**src/rtl/game_countdown_timer_pkg.sv**
```systemverilog
// Shared definitions for the game round countdown: FSM state encoding and the
// BCD digit width.
package game_countdown_timer_pkg;

  localparam int DIGIT_W = 4;

  typedef enum logic [1:0] {
    ST_IDLE    = 2'b00,
    ST_RUN     = 2'b01,
    ST_PAUSE   = 2'b10,
    ST_EXPIRED = 2'b11
  } state_t;

endpackage

```
**src/rtl/game_countdown_timer_if.sv**
```systemverilog
// Control/status bundle between the game controller side and the countdown
// timer. The master side drives the pulses and the start value.
interface game_countdown_timer_if;
  import game_countdown_timer_pkg::*;

  logic               one_sec;
  logic               start;
  logic               abort;
  logic               hold;
  logic [7:0]         start_val;
  logic               timer_en;
  logic [DIGIT_W-1:0] sec_tens;
  logic [DIGIT_W-1:0] sec_ones;
  logic               running;
  logic               expired;
  logic               expire_pulse;

  modport master (
    output one_sec, start, abort, hold, start_val,
    input  timer_en, sec_tens, sec_ones, running, expired, expire_pulse
  );

  modport slave (
    input  one_sec, start, abort, hold, start_val,
    output timer_en, sec_tens, sec_ones, running, expired, expire_pulse
  );

endinterface

```
**src/rtl/game_countdown_timer_bcd_down_counter_2d.sv**
```systemverilog
// Two-digit BCD down counter with borrow; saturates at 00 so the tens digit
// can never underflow.
module bcd_down_counter_2d
  import game_countdown_timer_pkg::*;
#(
  parameter logic [DIGIT_W-1:0] DEFAULT_TENS = 4'd3,
  parameter logic [DIGIT_W-1:0] DEFAULT_ONES = 4'd0
) (
  input  logic               clk,
  input  logic               rst,
  input  logic               load,
  input  logic [DIGIT_W-1:0] load_tens,
  input  logic [DIGIT_W-1:0] load_ones,
  input  logic               dec,
  output logic [DIGIT_W-1:0] tens,
  output logic [DIGIT_W-1:0] ones,
  output logic               zero
);

  assign zero = (tens == '0) && (ones == '0);

  always_ff @(posedge clk or negedge rst) begin
    if (!rst) begin
      tens <= DEFAULT_TENS;
      ones <= DEFAULT_ONES;
    end else if (load) begin
      tens <= load_tens;
      ones <= load_ones;
    end else if (dec && !zero) begin
      if (ones != '0) begin
        ones <= ones - 1'b1;
      end else begin
        ones <= 4'd9;
        tens <= tens - 1'b1;
      end
    end
  end

endmodule

```
**src/rtl/game_countdown_timer.sv**
```systemverilog
// Round countdown controller: FSM, start-value validation and registered
// status outputs around a two-digit BCD down counter.
module game_countdown_timer
  import game_countdown_timer_pkg::*;
#(
  parameter logic [DIGIT_W-1:0] DEFAULT_TENS = 4'd3,
  parameter logic [DIGIT_W-1:0] DEFAULT_ONES = 4'd0
) (
  input  logic                 clk,
  input  logic                 rst,
  game_countdown_timer_if.slave ifc
);

  state_t             state_q, state_n;
  logic               cnt_load, cnt_dec, cnt_zero;
  logic [DIGIT_W-1:0] cnt_tens, cnt_ones;
  logic [DIGIT_W-1:0] ld_tens, ld_ones;
  logic               timer_en_q, running_q, expired_q, expire_pulse_q;

  // Start values of 00 or with a non-BCD nibble fall back to the default round.
  function automatic logic start_val_ok(input logic [7:0] v);
    return (v[7:4] <= 4'd9) && (v[3:0] <= 4'd9) && (v != 8'h00);
  endfunction

  assign ld_tens = start_val_ok(ifc.start_val) ? ifc.start_val[7:4] : DEFAULT_TENS;
  assign ld_ones = start_val_ok(ifc.start_val) ? ifc.start_val[3:0] : DEFAULT_ONES;

  bcd_down_counter_2d #(
    .DEFAULT_TENS (DEFAULT_TENS),
    .DEFAULT_ONES (DEFAULT_ONES)
  ) u_counter (
    .clk       (clk),
    .rst       (rst),
    .load      (cnt_load),
    .load_tens (ld_tens),
    .load_ones (ld_ones),
    .dec       (cnt_dec),
    .tens      (cnt_tens),
    .ones      (cnt_ones),
    .zero      (cnt_zero)
  );

  always_ff @(posedge clk or negedge rst) begin
    if (!rst) state_q <= ST_IDLE;
    else      state_q <= state_n;
  end

  always_comb begin
    state_n  = state_q;
    cnt_load = 1'b0;
    cnt_dec  = 1'b0;
    if (ifc.abort) begin
      state_n = ST_IDLE;
    end else if (ifc.start) begin
      state_n  = ST_RUN;
      cnt_load = 1'b1;
    end else begin
      unique case (state_q)
        ST_RUN: begin
          if (ifc.hold) begin
            state_n = ST_PAUSE;
          end else if (ifc.one_sec) begin
            cnt_dec = 1'b1;
            // The edge that writes 00 is also the edge that enters EXPIRED.
            if (cnt_zero || (cnt_tens == '0 && cnt_ones == 4'd1))
              state_n = ST_EXPIRED;
          end
        end
        ST_PAUSE: begin
          if (!ifc.hold) state_n = ST_RUN;
        end
        default: state_n = state_q;
      endcase
    end
  end

  // Status outputs are registered from the next state so they line up with it.
  always_ff @(posedge clk or negedge rst) begin
    if (!rst) begin
      timer_en_q     <= 1'b0;
      running_q      <= 1'b0;
      expired_q      <= 1'b0;
      expire_pulse_q <= 1'b0;
    end else begin
      timer_en_q     <= (state_n == ST_RUN);
      running_q      <= (state_n == ST_RUN);
      expired_q      <= (state_n == ST_EXPIRED);
      expire_pulse_q <= (state_n == ST_EXPIRED) && (state_q != ST_EXPIRED);
    end
  end

  assign ifc.timer_en     = timer_en_q;
  assign ifc.running      = running_q;
  assign ifc.expired      = expired_q;
  assign ifc.expire_pulse = expire_pulse_q;
  assign ifc.sec_tens     = cnt_tens;
  assign ifc.sec_ones     = cnt_ones;

endmodule
```
**src/flat_wrapper.sv**
```systemverilog
// flat-port wrapper written by rule: the top's interface ports become plain ports
module game_countdown_timer_flat import game_countdown_timer_pkg::*;
#(
  parameter logic [DIGIT_W-1:0] DEFAULT_TENS = 4'd3,
  parameter logic [DIGIT_W-1:0] DEFAULT_ONES = 4'd0
)
  (clk, rst, ifc_one_sec, ifc_start, ifc_abort, ifc_hold, ifc_start_val, ifc_timer_en, ifc_sec_tens, ifc_sec_ones, ifc_running, ifc_expired, ifc_expire_pulse);
  game_countdown_timer_if ifc_i ();
  input  logic clk;
  input  logic rst;
  input wire logic [$bits(ifc_i.one_sec)-1:0] ifc_one_sec;
  input wire logic [$bits(ifc_i.start)-1:0] ifc_start;
  input wire logic [$bits(ifc_i.abort)-1:0] ifc_abort;
  input wire logic [$bits(ifc_i.hold)-1:0] ifc_hold;
  input wire logic [$bits(ifc_i.start_val)-1:0] ifc_start_val;
  output wire logic [$bits(ifc_i.timer_en)-1:0] ifc_timer_en;
  output wire logic [$bits(ifc_i.sec_tens)-1:0] ifc_sec_tens;
  output wire logic [$bits(ifc_i.sec_ones)-1:0] ifc_sec_ones;
  output wire logic [$bits(ifc_i.running)-1:0] ifc_running;
  output wire logic [$bits(ifc_i.expired)-1:0] ifc_expired;
  output wire logic [$bits(ifc_i.expire_pulse)-1:0] ifc_expire_pulse;
  assign ifc_i.one_sec = ifc_one_sec;
  assign ifc_i.start = ifc_start;
  assign ifc_i.abort = ifc_abort;
  assign ifc_i.hold = ifc_hold;
  assign ifc_i.start_val = ifc_start_val;
  assign ifc_timer_en = ifc_i.timer_en;
  assign ifc_sec_tens = ifc_i.sec_tens;
  assign ifc_sec_ones = ifc_i.sec_ones;
  assign ifc_running = ifc_i.running;
  assign ifc_expired = ifc_i.expired;
  assign ifc_expire_pulse = ifc_i.expire_pulse;
  game_countdown_timer #(.DEFAULT_TENS(DEFAULT_TENS), .DEFAULT_ONES(DEFAULT_ONES)) u_core (.clk(clk), .rst(rst), .ifc(ifc_i));
endmodule
```
**config.mk**
```make
export PLATFORM = sky130hd
export DESIGN_NAME = game_countdown_timer_flat
export DESIGN_NICKNAME = d
export VERILOG_FILES = /design/src/rtl/game_countdown_timer_pkg.sv /design/src/rtl/game_countdown_timer_if.sv /design/src/rtl/game_countdown_timer_bcd_down_counter_2d.sv /design/src/rtl/game_countdown_timer.sv /design/src/flat_wrapper.sv
export SDC_FILE = /design/constraint.sdc
export NUM_CORES = 1
export LEC_CHECK = 0
export CAP_MARGIN = 10
export CORE_UTILIZATION = 50
export DETAILED_ROUTE_END_ITERATION = 12
export GPL_TIMING_DRIVEN = 0
export PLACE_DENSITY = 0.87
export SLEW_MARGIN = 20
export SYNTH_ARGS = -nofsm -noshare
export SYNTH_HDL_FRONTEND = slang
export SYNTH_SLANG_ARGS = --single-unit
```
**constraint.sdc**
```tcl
create_clock -name clk -period 2.8 [get_ports clk]
set_clock_uncertainty 0.15 [all_clocks]
set_input_delay 0.56 -clock clk [delete_from_list [all_inputs] [get_ports clk]]
set_output_delay 0.56 -clock clk [all_outputs]
set_load 0.05 [all_outputs]
```
### After elaboration in Yosys (flattened, before gate mapping)

Index checks and enable logic that the tools add are counted.

* bits in latches: 0
* bits in read-only memories: 0
* bits of input ports: 14
* logic and storage cells: 53
* memories: 0
* output and inout bits: 12
* memory bits (writable): 0
* register bits after elaboration: 13

* shifts and indexed selects: 0
* $mul: 0
* add/sub/neg operators: 2
* multiplexer cells: 22
* div/mod/pow operators: 0
* bitwise logic cells: 0
* reduce and logical (&&, ||, !) cells: 14
* eq/ne operators: 7
* order comparisons: 2

Operators by type and width (count)
* 4-bit 2-to-1 mux: 8
* 2-bit 2-to-1 mux: 6
* 4-bit less-or-equal comparator (second input constant): 2
* 4-bit logical NOT: 2
* 8-bit nonzero test: 1
* 4-bit by 1-bit subtractor with 4-bit output (second input constant): 2
* 1-bit 2-to-1 mux: 7
* 1-bit logical AND: 6
* 2-bit by 1-bit equality test with 1-bit output (second input constant): 2
* 2-bit equality test (second input constant): 2
* 4-bit by 1-bit equality test with 1-bit output (second input constant): 1
* 2-bit one-hot mux with 2 select lines: 1
* 4-bit nonzero test: 1
* 2-bit by 1-bit != test with 1-bit output (second input constant): 1
* 2-bit != test (second input constant): 1
* 2-bit AND reduction: 1
* 2-bit nonzero test: 1
* 1-bit logical NOT: 1
* 1-bit logical OR: 1

### Longest topological paths before layout

Gate-level depths: netlist of run 1.

* word-level depth: 11
* gate-level depth with buffers: 7
* depth with buffers taken out: 7

### By module

Synthesis of run 1 repeated with hierarchy kept, for this count alone.

* cell total of the unflattened synthesis: 112
* area, all modules: 983.4 sq um

Modules (own cells, without submodules)
* bcd_down_counter_2d: cells each 59, sequential area each 202.7 sq um, instances 1, area an instance 523.0 sq um
* game_countdown_timer: cells each 53, sequential area each 125.1 sq um, instances 1, area an instance 460.4 sq um

### Worst setup path after synthesis of run 1

No wires, ideal clock.

* path type: flip-flop to flip-flop
* start point: register u_core.u_counter.tens[0]
* end point: register u_core.expired_q (netlist: u_core.ifc.expired)
* cell stages (with the launch flop): 7
* library setup time: 0.122 ns
* path slack: 0.827 ns
* arrival: 1.701 ns
* path buffers: 0
* clock period less this slack: 1.973 ns
* required time: 2.528 ns
* cell sequence: dfstp_2 > inv_1 > ha_1 > nor3b_2 > a311oi_1 > o31a_1 > nor2_1

* word-level cells in the longest chain between the ends: 10
* elaborated cells on any way between the ends: 11
* those cells by class: eq/ne (1); mux (6); reduce/logical (4)

Ends and longest elaborated chain
* start, declared: RTL line game_countdown_timer_bcd_down_counter_2d.sv:15 `output logic [DIGIT_W-1:0] tens,`
* start signal, assigned: RTL line game_countdown_timer_bcd_down_counter_2d.sv:27 `tens <= load_tens;`
* start signal, assigned: RTL line game_countdown_timer_bcd_down_counter_2d.sv:34 `tens <= tens - 1'b1;`
* 4-bit logical NOT *: RTL line game_countdown_timer_bcd_down_counter_2d.sv:20, game_countdown_timer.sv:65
* 1-bit logical AND (on tied branches): RTL line game_countdown_timer_bcd_down_counter_2d.sv:20, game_countdown_timer.sv:65
* 1-bit logical OR *: RTL line game_countdown_timer.sv:65 `if (cnt_zero || (cnt_tens == '0 && cnt_ones == 4'd1))`
* 2-bit 2-to-1 mux *: RTL line game_countdown_timer.sv:65
* 2-bit 2-to-1 mux *: RTL line game_countdown_timer.sv:62 `end else if (ifc.one_sec) begin`
* 2-bit 2-to-1 mux *: RTL line game_countdown_timer.sv:60 `if (ifc.hold) begin`
* 2-bit one-hot mux with 2 select lines *: RTL line game_countdown_timer.sv:58 `unique case (state_q)`
* 2-bit 2-to-1 mux *: RTL line game_countdown_timer.sv:54 `end else if (ifc.start) begin`
* 2-bit 2-to-1 mux *: RTL line game_countdown_timer.sv:52 `if (ifc.abort) begin`
* 2-bit equality test *: RTL line game_countdown_timer.sv:87 `expired_q <= (state_n == ST_EXPIRED);`
* end signal, assigned: RTL line game_countdown_timer.sv:87
* end, declared: RTL line game_countdown_timer.sv:18 `logic timer_en_q, running_q, expired_q, expire_pulse_q;`

Mark *: on every way between the ends. The rest lies on a longest branch, timed or not.
A chain may end at the register's enable or synchronous reset.

### Worst setup path after layout of run 1

* start point: register u_core.u_counter.tens[0]
* end point: output ifc_sec_tens[0]

RTL lines
* end, declared: RTL line flat_wrapper.sv:17 `output wire logic [$bits(ifc_i.sec_tens)-1:0] ifc_sec_tens;`

No word-level cell between the ends.

==> results of run 1 <==
==> sequential cells by signal (all words and copies together) (netlist names) <==
name / flops
u_core.state_q: 2
u_core.u_counter.ones: 4
u_core.ifc.timer_en: 1
u_core.ifc.expired: 1
u_core.u_counter.tens: 4
u_core.ifc.expire_pulse: 1
==> cell usage after synthesis, types with 2 or more instances <==
library cell	instances	area, µm²
inv_1	7	26.3
dfrtp_1	11	275
dfstp_2	2	52.6
nand3_1	3	15.0
a2bb2oi_1	2	17.5
o21ai_0	5	25.0
ha_1	4	50.1
o31a_1	2	17.5
nand2_1	2	7.51
nand2b_1	2	12.5
a32o_1	2	20.0
a311oi_1	2	17.5
a21oi_1	8	40.0
nand3b_1	2	15.0
nor2_1	14	52.6
a211oi_1	2	15.0
nor3_1	10	50.1
o21a_1	2	15.0
==> cells by family (layout without fill, tap and decap cells) <==
family                   count (synthesis)  after routing  share of synthesized area, %
AND/OR/NAND/NOR                         46             46                          29.2
XOR/XNOR                                 1              1                         0.954
buffers and inverters                   12             41                          6.27
flip-flops                              13             13                          35.7
AO/OA/AOI/OAI                           30             30                          22.5
adder cells (fa/ha/maj)                  4              4                          5.45
==> final timing paths <==
path / endpoint / depth (start not counted)
worst min register to register: u_core.u_counter.tens[1] / 1
max in group asynchronous: u_core.u_counter.ones[3] / 1
worst max-delay path: ifc_sec_tens[0] / 1
worst min-delay path: u_core.u_counter.tens[1] / 1
min in group asynchronous: u_core.u_counter.tens[3] / 1
worst max register to register: u_core.ifc.timer_en / 7
==> power groups by stage <==
| stage | Clock (W) | Combinational (W) | Sequential, W |
|---|---|---|---|
| 2_1_floorplan | 0 | 0.0000935 | 0.000279 |
| 3_3_place_gp | 0 | 0.000214 | 0.000231 |
| 3_5_place_dp | 0 | 0.000219 | 0.000232 |
| 4_1_cts | 0.000121 | 0.000220 | 0.000229 |
| 5_1_grt | 0.000127 | 0.000237 | 0.000232 |
| 6_report | 0.000117 | 0.000221 | 0.000230 |
==> metal layers <==
layer	share of wire (%)	routed length, µm
met3	5.5	124
met2	48	1080
met1	45	1010
met4	2.3	53
met5	0	0
==> layout make-up <==
type / count / share of cell area [%]
plain buffers: 4 / 2.24
clock buffers: 3 / 1.83
clock inverters: 1 / 0.408
inverters: 8 / 2.45
multi-input cells: 81 / 43.4
flip-flops and latches: 13 / 26.7
well taps: 25 / 2.55
repair buffers: 25 / 20.4
==> per-stage QoR <==
step	instances	power, W	hold slack [ns]	instance area, µm²
after floorplan	106	0.000372	0.114	918
final	160	0.000568	0.452	1230
after CTS	160	0.000570	0.453	1230
after global routing	160	0.000597	0.455	1230
after detailed placement	156	0.000452	0.441	1200
after global placement	156	0.000445	0.435	1200
==> results.md, run 1 <==
- Sum Neg Setup Slack: 0 ns
- Pin count of the biggest net entering global routing: 14
- Crit path capture type: output port
- Max incr delay on CP: 0.81 ns
- Crit path required time: 2.09 ns
- DRC Markers: 0
- Multi-input logic area: 533 µm²
- Starting Density: 53.2%
- Count of final hold-check violations: 0
- Routability congestion estimate from global placement: 0.816
- Final setup fails: 0
- Min-Delay Path Class: register to register
- N_diodes: 0
- Number of global-route vias before repair: 831
- Outcome: finished, final reports clean
- Register area: 328 µm²
- Max_slew headroom: 61.2%
- CTS H-Tree Depth: 1
- Mapped Area: 918 µm²
- Mean Syn Cell Area: 8.66 µm²
- Mapped Nets: 124
- WS Path Type: register to output port
- Final-stage net count: 154
- Iteration-0 DRC Markers: 37
- Die extent in y: 44.9 µm
- Area growth syn-to-layout: 33.7%
- Critical path, cell by cell: clkdlybuf4s50_1
- Total gr overflow: 0
- Area of the core: 1730 µm²
- Fmax: 0.422 GHz
- Fraction of layout cells with a size suffix above 1: 12.6%
- Commonest non-fill, non-tap cell in the layout: clkdlybuf4s50_1
- Gate count of the mapped netlist: 106
- Boundary Pins: 26
- PnR worst setup slack: 0.430 ns
- Seq pwr share: 40.4%
- Worst R2R Start: u_core.u_counter.tens[0]
- P_sw: 0.000218 W
- Grt met1 use: 33.5%
- Post-layout min period: 2.37 ns
- Crit path launch type: register
- Final worst-path cycle share: 84.6%
- TritonCTS clock tree: yes
- Rows: 15
- Worst-margin pin slew: 0.581 ns
- CTS resizes: 0
- Drt total wl: 2270 µm
- Max-cap violations: 0
- CP startpoint: u_core.u_counter.tens[0]
- Most frequent cells in the layout: 25 x clkdlybuf4s50_1, 14 x nor2_1, 11 x dfrtp_1
- R2r setup slk: 0.78 ns
- Finished Core Util: 71.1%
- Drt via density: 5.96
- Prevailing post-synth register cell: dfrtp_1
- Later-pin clock latency in the skew report: 0.28 ns
- DRT Pass-1 Iters: 4
- Dpl hpwl: 1750 µm
- Die area: 2010 µm²
- Initial antenna violation count: 0
- Pint: 0.000351 W
- Sinks on Clock Net: 13
- Drt wl/cell: 14.2 µm
- Met3 usage: 3.20%
- Met2 global-route usage: 38.5%
- Clock slew seen by the registers of the worst setup and hold paths: 0.08 ns
- Peak VDD IR: 0.000335 V
- Final ANT Viol Nets: 0
- Cell Pwr Density: 463 nW/µm²
- Flops & latches, synth: 13
- Yosys warns: 0
- I/O Buffers: 25
- Sequential share of the synthesized area: 35.7%
- Clock Path Buffers: 2
- Clock group share of total power: 20.6%
- First-pass GRT wire length: 3540 µm
- Post-synth ARST share: 100%
- Pleak: 0.504 nW
- CP top delay family: buffers and inverters
- Critical path peak fanout: 5
- Total track usage: 24.7%
- Die X: 44.9 µm
- Root Buffer: clkbuf_4
- Switching Fraction: 38.3%
- Number of synthesized flops with an enable pin: 0
- Critical path's slowest cell: clkdlybuf4s50_1
- Critical path buffers and inverters: 1
- Min-delay src: u_core.u_counter.tens[1]
- Synth cell types: 42
- Max-slew violation count: 0
- Post-CTS setup buffers: 0
- Number of filler cells placed in the layout: 141
- GRT Max-Usage Layer: met2
- Inserted Clock Buffers: 3
- Vias: 953
- Critical path arrival: 1.66 ns
- Unrepaired setup endpoints after global routing: no
- Combinational power share: 38.9%
- Post-CTS Hold Buffers: 0
- Post-place setup slack: 0.351 ns
Power figures use the tool's default switching activity.
==> inputs of run 2 (changes only) <==
--- a/config.mk
+++ b/config.mk
@@ -6,10 +6,10 @@
 export NUM_CORES = 1
 export LEC_CHECK = 0
 export CAP_MARGIN = 10
-export CORE_UTILIZATION = 50
+export CORE_UTILIZATION = 42
 export DETAILED_ROUTE_END_ITERATION = 12
 export GPL_TIMING_DRIVEN = 0
-export PLACE_DENSITY = 0.87
+export PLACE_DENSITY = 0.79
 export SLEW_MARGIN = 20
 export SYNTH_ARGS = -nofsm -noshare
 export SYNTH_HDL_FRONTEND = slang
==> constraint.sdc (replaced) <==
create_clock -name clk -period 2.05 [get_ports clk]
set_clock_uncertainty 0.15 [all_clocks]
set_input_delay 0.41 -clock clk [delete_from_list [all_inputs] [get_ports clk]]
set_output_delay 0.41 -clock clk [all_outputs]
set_load 0.05 [all_outputs]
==> run 2 against run 1 <==
Effect of this change: sequential power increased by 37%; count of clock-buffer cells in the layout is the same; sequential share of layout area down 0.61 points; die area is 18% higher; critical path depth unchanged; flip-flop and latch count unchanged; critical endpoint is now ifc_running; largest power group unchanged.
==> results.md, run 2 (synthesized netlist as in run 1, its figures left out) <==
- Final-stage net count: 155 (was 154)
- Later-pin clock latency in the skew report: 0.28 ns (about the same)
- DRC Markers: 0 (unchanged)
- Max incr delay on CP: 0.80 ns (was 0.81 ns)
- Critical path's slowest cell: clkdlybuf4s50_1 (unchanged)
- Commonest non-fill, non-tap cell in the layout: clkdlybuf4s50_1 (unchanged)
- DRT Pass-1 Iters: 4 (unchanged)
- Count of final hold-check violations: 0 (unchanged)
- Pwr Total: 0.000785 W (was 0.000568 W)
- Worst-margin pin slew: 0.584 ns (was 0.581 ns)
- Min-Delay Path Class: input port to async pin (was register to register)
- I/O Buffers: 25 (unchanged)
- WS Path Type: register to output port (unchanged)
- Routability congestion estimate from global placement: 0.808 (was 0.816)
- Inserted Clock Buffers: 3 (unchanged)
- Die area: 2380 µm² (was 2010 µm²)
- Sinks on Clock Net: 13 (unchanged)
- Critical path peak fanout: 2 (was 5)
- Total track usage: 20.5% (was 24.7%)
- Area of the core: 2000 µm² (was 1730 µm²)
- Unrepaired setup endpoints after global routing: no (unchanged)
- Critical path buffers and inverters: 1 (unchanged)
- Root Buffer: clkbuf_4 (unchanged)
- Post-layout min period: 2.00 ns
- Cell Pwr Density: 625 nW/µm² (was 463 nW/µm²)
- Crit path capture type: output port (unchanged)
- Register area: 328 µm² (unchanged)
- Total gr overflow: 0 (unchanged)
- Clock slew seen by the registers of the worst setup and hold paths: 0.09 ns (was 0.08 ns)
- CP top delay family: buffers and inverters (unchanged)
- Post-CTS Hold Buffers: 0 (unchanged)
- N_diodes: 0 (unchanged)
- Largest registers: u_core.u_counter.ones (4), u_core.u_counter.tens (4), u_core.state_q (2) (unchanged)
- Finished Core Util: 62.7% (was 71.1%)
- First-pass GRT wire length: 3830 µm (was 3540 µm)
- Crit path required time: 1.49 ns (was 2.09 ns)
- Initial antenna violation count: 0 (unchanged)
- Boundary Pins: 26 (unchanged)
- Number of filler cells placed in the layout: 184 (was 141)
- Iteration-0 DRC Markers: 35 (was 37)
- Peak VDD IR: 0.000459 V (was 0.000335 V)
- Fraction of layout cells with a size suffix above 1: 15.4% (was 12.6%)
- Crit path launch type: register (unchanged)
- Pin count of the biggest net entering global routing: 14 (unchanged)
- Max_slew headroom: 61.0% (was 61.2%)
- Number of global-route vias before repair: 908 (was 831)
- Area growth syn-to-layout: 36.8% (was 33.7%)
- CTS H-Tree Depth: 1 (unchanged)
- Starting Density: 45.9% (was 53.2%)
- TritonCTS clock tree: yes (unchanged)
- Fmax: 0.500 GHz
- Most frequent cells in the layout: 16 x clkdlybuf4s50_1, 14 x nor2_1, 11 x dfrtp_1 (was 25 x clkdlybuf4s50_1, 14 x nor2_1, 11 x dfrtp_1)
- Die X: 48.8 µm (was 44.9 µm)
- Drt wl/cell: 14.1 µm (was 14.2 µm)
- Die extent in y: 48.8 µm (was 44.9 µm)
- Drt total wl: 2300 µm (was 2270 µm)
- R2r setup slk: 0.12 ns (was 0.78 ns)
- Vias: 949 (was 953)
- Clock Path Buffers: 2 (unchanged)
- Outcome: finished, final reports clean (unchanged)
- Critical path arrival: 1.44 ns (was 1.66 ns)
- Rows: 16 (was 15)
- Max-slew violation count: 0 (unchanged)
- Dpl hpwl: 1740 µm (was 1750 µm)
- Final ANT Viol Nets: 0 (unchanged)
- Drt via density: 5.82 (was 5.96)
- Max-cap violations: 0 (unchanged)
- Multi-input logic area: 563 µm² (was 533 µm²)
- Pleak: 0.538 nW (was 0.504 nW)
- Final worst-path cycle share: 97.6%
- Critical path, cell by cell: clkdlybuf4s50_1 (unchanged)
- Final setup fails: 0 (unchanged)
==> run 2: changes by cell type in the layout (fill, tap and decap cells not counted) <==
| cell | before | now |
|---|---|---|
| ha_1 | 4 | 3 |
| nor4b_2 | 0 | 1 |
| nor3b_2 | 1 | 0 |
| nor3_2 | 1 | 2 |
| nor3_1 | 10 | 9 |
| nor3b_4 | 0 | 1 |
| dlygate4sd2_1 | 0 | 9 |
| nor4b_1 | 1 | 0 |
| ha_4 | 0 | 1 |
| buf_4 | 1 | 2 |
| clkdlybuf4s50_1 | 25 | 16 |
==> run 2: path summary, 6_finish.rpt <==
check | startpoint | end | depth (start not counted)
worst max-delay path | u_core.ifc.timer_en | ifc_running | 1
worst min-delay path | rst | u_core.u_counter.ones[3] | 1
worst max register to register | u_core.u_counter.tens[0] | u_core.ifc.timer_en | 7
worst min register to register | u_core.u_counter.tens[1] | u_core.u_counter.tens[1] | 1
max in group asynchronous | rst | u_core.state_q[0] | 1
min in group clk | u_core.u_counter.tens[1] | u_core.u_counter.tens[1] | 1
==> run 2: area by class of cell <==
type | instances | area share (%)
Clock inverter | 1 | 0.398
Clock buffer | 3 | 1.79
Timing Repair Buffer | 26 | 19.6
Tap cell | 27 | 2.69
Buffer | 4 | 2.19
Inverter | 8 | 2.39
Multi-Input combinational cell | 81 | 44.8
Sequential cell | 13 | 26.1
==> run 2: power by group <==
| part | switching (W) | internal, W | leakage [nW] | total, W |
|---|---|---|---|---|
| Sequential | 0.0000331 | 0.000281 | 0.168 | 0.000314 |
| Combinational | 0.000182 | 0.000122 | 0.352 | 0.000305 |
| Clock | 0.0000939 | 0.0000725 | 0.0177 | 0.000166 |
| Total | 0.000309 | 0.000476 | 0.538 | 0.000785 |
==> run 2: repair_timing <==
action,in CTS,in global routing
pin swaps,0,0
gates cloned,0,0
endpoints found under the hold margin,0,0
endpoints found under the setup margin,11,6
setup buffers,0,1
resized for setup,10,4
==> run 2: stage by stage <==
stage	worst slack (ns)	cells	setup TNS [ns]	hold slack [ns]	instance area [µm²]
after global routing	0.00926	163	0	0.386	1260
after floorplan	0.0768	106	0	-0.0356	918
final	0.0491	163	0	0.341	1260
after CTS	0.0265	162	0	0.362	1220
after detailed placement	-0.266	158	-1.18	0.443	1200
after global placement	-0.218	158	-0.995	0.431	1200
==> run 2: routing by layer <==
metal / GRT usage, % / routed length [µm] / vias to the layer above
met5: 0 / 0 / -
met2: 34.3 / 1130 / 34
met4: 8.33 / 31 / 0
met1: 26.1 / 1040 / 449
met3: 3.14 / 101 / 7
li1: - / - / 459
==> inputs of run 3 (changes only) <==
--- a/config.mk
+++ b/config.mk
@@ -10,7 +10,9 @@
 export DETAILED_ROUTE_END_ITERATION = 12
 export GPL_TIMING_DRIVEN = 0
 export PLACE_DENSITY = 0.79
+export RECOVER_POWER = 50
 export SLEW_MARGIN = 20
 export SYNTH_ARGS = -nofsm -noshare
 export SYNTH_HDL_FRONTEND = slang
 export SYNTH_SLANG_ARGS = --single-unit
+export TNS_END_PERCENT = 100
==> run 3 against run 2 <==
Effect of this change: register-to-register slack hardly changed; sequential power hardly changed; sequential share of layout area stayed put; routed wire length is 0.35% lower; die area stayed put; worst hold slack better by 0.070 ns; via count is 0.32% higher; critical endpoint unchanged; largest cell class unchanged; largest power group unchanged; highest routed layer unchanged.
==> results.md, run 3 (synthesized netlist as in run 1, its figures left out) <==
- Boundary Pins: 26 (unchanged)
- DRC Markers: 0 (unchanged)
- TritonCTS clock tree: yes (unchanged)
- Die X: 48.8 µm (unchanged)
- Root Buffer: clkbuf_4 (unchanged)
- Worst-margin pin slew: 0.590 ns (was 0.584 ns)
- Crit path capture type: output port (unchanged)
- Fmax: 0.501 GHz (was 0.500 GHz)
- Inserted Clock Buffers: 3 (unchanged)
- Seq pwr share: 40.1% (was 40.0%)
- Pwr Total: 0.000785 W (about the same)
- First-pass GRT wire length: 3830 µm (unchanged)
- Most frequent cells in the layout: 15 x clkdlybuf4s50_1, 14 x nor2_1, 11 x dfrtp_1 (was 16 x clkdlybuf4s50_1, 14 x nor2_1, 11 x dfrtp_1)
- Switching Fraction: 39.4% (about the same)
- P_sw: 0.000309 W (about the same)
- Fin cells: 163 (unchanged)
- Post-layout min period: 2.00 ns (about the same)
- Critical path, cell by cell: clkdlybuf4s50_1 (unchanged)
- Pleak: 0.538 nW (about the same)
- Cell Area, Placed: 1200 µm² (unchanged)
- Critical path's slowest cell: clkdlybuf4s50_1 (unchanged)
- DRT Pass-1 Iters: 4 (unchanged)
- Area growth syn-to-layout: 36.8% (unchanged)
- Finished Core Util: 62.7% (unchanged)
- Crit path launch type: register (unchanged)
- Die extent in y: 48.8 µm (unchanged)
- Unrepaired setup endpoints after global routing: no (unchanged)
- Drt total wl: 2290 µm (was 2300 µm)
- Total track usage: 20.5% (unchanged)
- Total gr overflow: 0 (unchanged)
- Dpl hpwl: 1740 µm (unchanged)
- Final-stage net count: 155 (unchanged)
- R2r setup slk: 0.12 ns (about the same)
- CP startpoint: u_core.ifc.timer_en (unchanged)
- Final setup fails: 0 (unchanged)
- Pint: 0.000475 W (was 0.000476 W)
- Commonest non-fill, non-tap cell in the layout: clkdlybuf4s50_1 (unchanged)
- Initial antenna violation count: 0 (unchanged)
- Clock group share of total power: 21.2% (about the same)
- Critical path buffers and inverters: 1 (unchanged)
- CP top delay family: buffers and inverters (unchanged)
- Max-slew violation count: 0 (unchanged)
- Number of global-route vias before repair: 908 (unchanged)
- Rows: 16 (unchanged)
- WS Path Type: register to output port (unchanged)
- Starting Density: 45.9% (unchanged)
- Clock Path Buffers: 2 (unchanged)
- Cell Pwr Density: 625 nW/µm² (about the same)
- CTS H-Tree Depth: 1 (unchanged)
- Max_slew headroom: 60.5% (was 61.0%)
- Max-cap violations: 0 (unchanged)
- Iteration-0 DRC Markers: 35 (unchanged)
- Peak VDD IR: 0.000459 V (about the same)
- Largest registers: u_core.u_counter.ones (4), u_core.u_counter.tens (4), u_core.state_q (2) (unchanged)
- Combinational power share: 38.7% (was 38.8%)
- Min-Delay Path Class: input port to async pin (unchanged)
- Final worst-path cycle share: 97.4% (was 97.6%)
- Drt wl/cell: 14.1 µm (about the same)
- Routability congestion estimate from global placement: 0.808 (unchanged)
- Drt via density: 5.84 (was 5.82)
- Sinks on Clock Net: 13 (unchanged)
- Outcome: finished, final reports clean (unchanged)
- I/O Buffers: 25 (unchanged)
- Critical path arrival: 1.44 ns (about the same)
- Clock slew seen by the registers of the worst setup and hold paths: 0.09 ns (about the same)
- Fin area: 1260 µm² (unchanged)
- Area of the core: 2000 µm² (unchanged)
- Pin count of the biggest net entering global routing: 14 (unchanged)
- Worst R2R Start: u_core.u_counter.tens[0] (unchanged)
- Count of final hold-check violations: 0 (unchanged)
- Max incr delay on CP: 0.80 ns (about the same)
- Crit path required time: 1.49 ns (about the same)
- Later-pin clock latency in the skew report: 0.28 ns (about the same)
- Final ANT Viol Nets: 0 (unchanged)
- Fraction of layout cells with a size suffix above 1: 15.4% (unchanged)
- Cells after DPL: 158 (unchanged)
- Vias: 952 (was 949)
- Critical path peak fanout: 2 (unchanged)
- Die area: 2380 µm² (unchanged)
- N_diodes: 0 (unchanged)
-- run 3: cell count changes in the layout (fill, tap and decap cells not counted), sizes merged --
cell	change
clkdlybuf4s50	-1
dlygate4sd3	+1
buf	-1
clkbuf	+1
-- run 3: power groups by stage --
stage / Sequential [W] / Combinational [W] / Clock, W
detailed placement: 0.000318 / 0.000301 / 0
global route: 0.000319 / 0.000327 / 0.000184
global placement: 0.000316 / 0.000292 / 0
CTS: 0.000313 / 0.000291 / 0.000171
floorplan: 0.000381 / 0.000128 / 0
finish: 0.000314 / 0.000304 / 0.000166
-- run 3: layout make-up --
class | count | area, µm²
Sequential cell | 13 | 328
Multi-Input combinational cell | 81 | 563
Tap cell | 27 | 33.8
Timing Repair Buffer | 26 | 246
Clock inverter | 1 | 5.00
Fill cell | 184 | 746
Inverter | 8 | 30.0
Buffer | 4 | 27.5
Clock buffer | 3 | 22.5
-- run 3: metal layers --
metal  routed length (µm)  up-vias  global-route usage, %  part of all wire, %
li1                     -      459                      -                    -
met1                 1040      450                   26.1                   45
met2                 1130       36                   34.3                   49
met3                   98        7                   3.14                  4.3
met4                   31        0                   8.33                  1.4
met5                    0        -                      0                    0
-- run 3: repair_timing --
action | 4_1_cts | 5_1_grt
pin swaps | 0 | 0
setup buffers | 0 | 1
hold buffers | 0 | 0
gates resized for setup | 10 | 4
setup endpoints to repair | 11 | 6
-- run 3: path summary, 6_finish.rpt --
check / to / cells after the start
setup / recovery: ifc_running / 1
hold / removal: u_core.u_counter.ones[3] / 1
setup reg to reg: u_core.ifc.timer_en / 7
hold reg to reg: u_core.u_counter.tens[1] / 1
max in group asynchronous: u_core.state_q[0] / 1
min in group clk: u_core.u_counter.tens[1] / 1
-- run 3: per-stage QoR --
stage	hold slack (ns)	setup WS, ns	TNS (ns)
floorplan	-0.0356	0.0768	0
global placement	0.431	-0.218	-0.995
detailed placement	0.443	-0.266	-1.18
CTS	0.362	0.0265	0
global route	0.455	0.0126	0
finish	0.411	0.0527	0
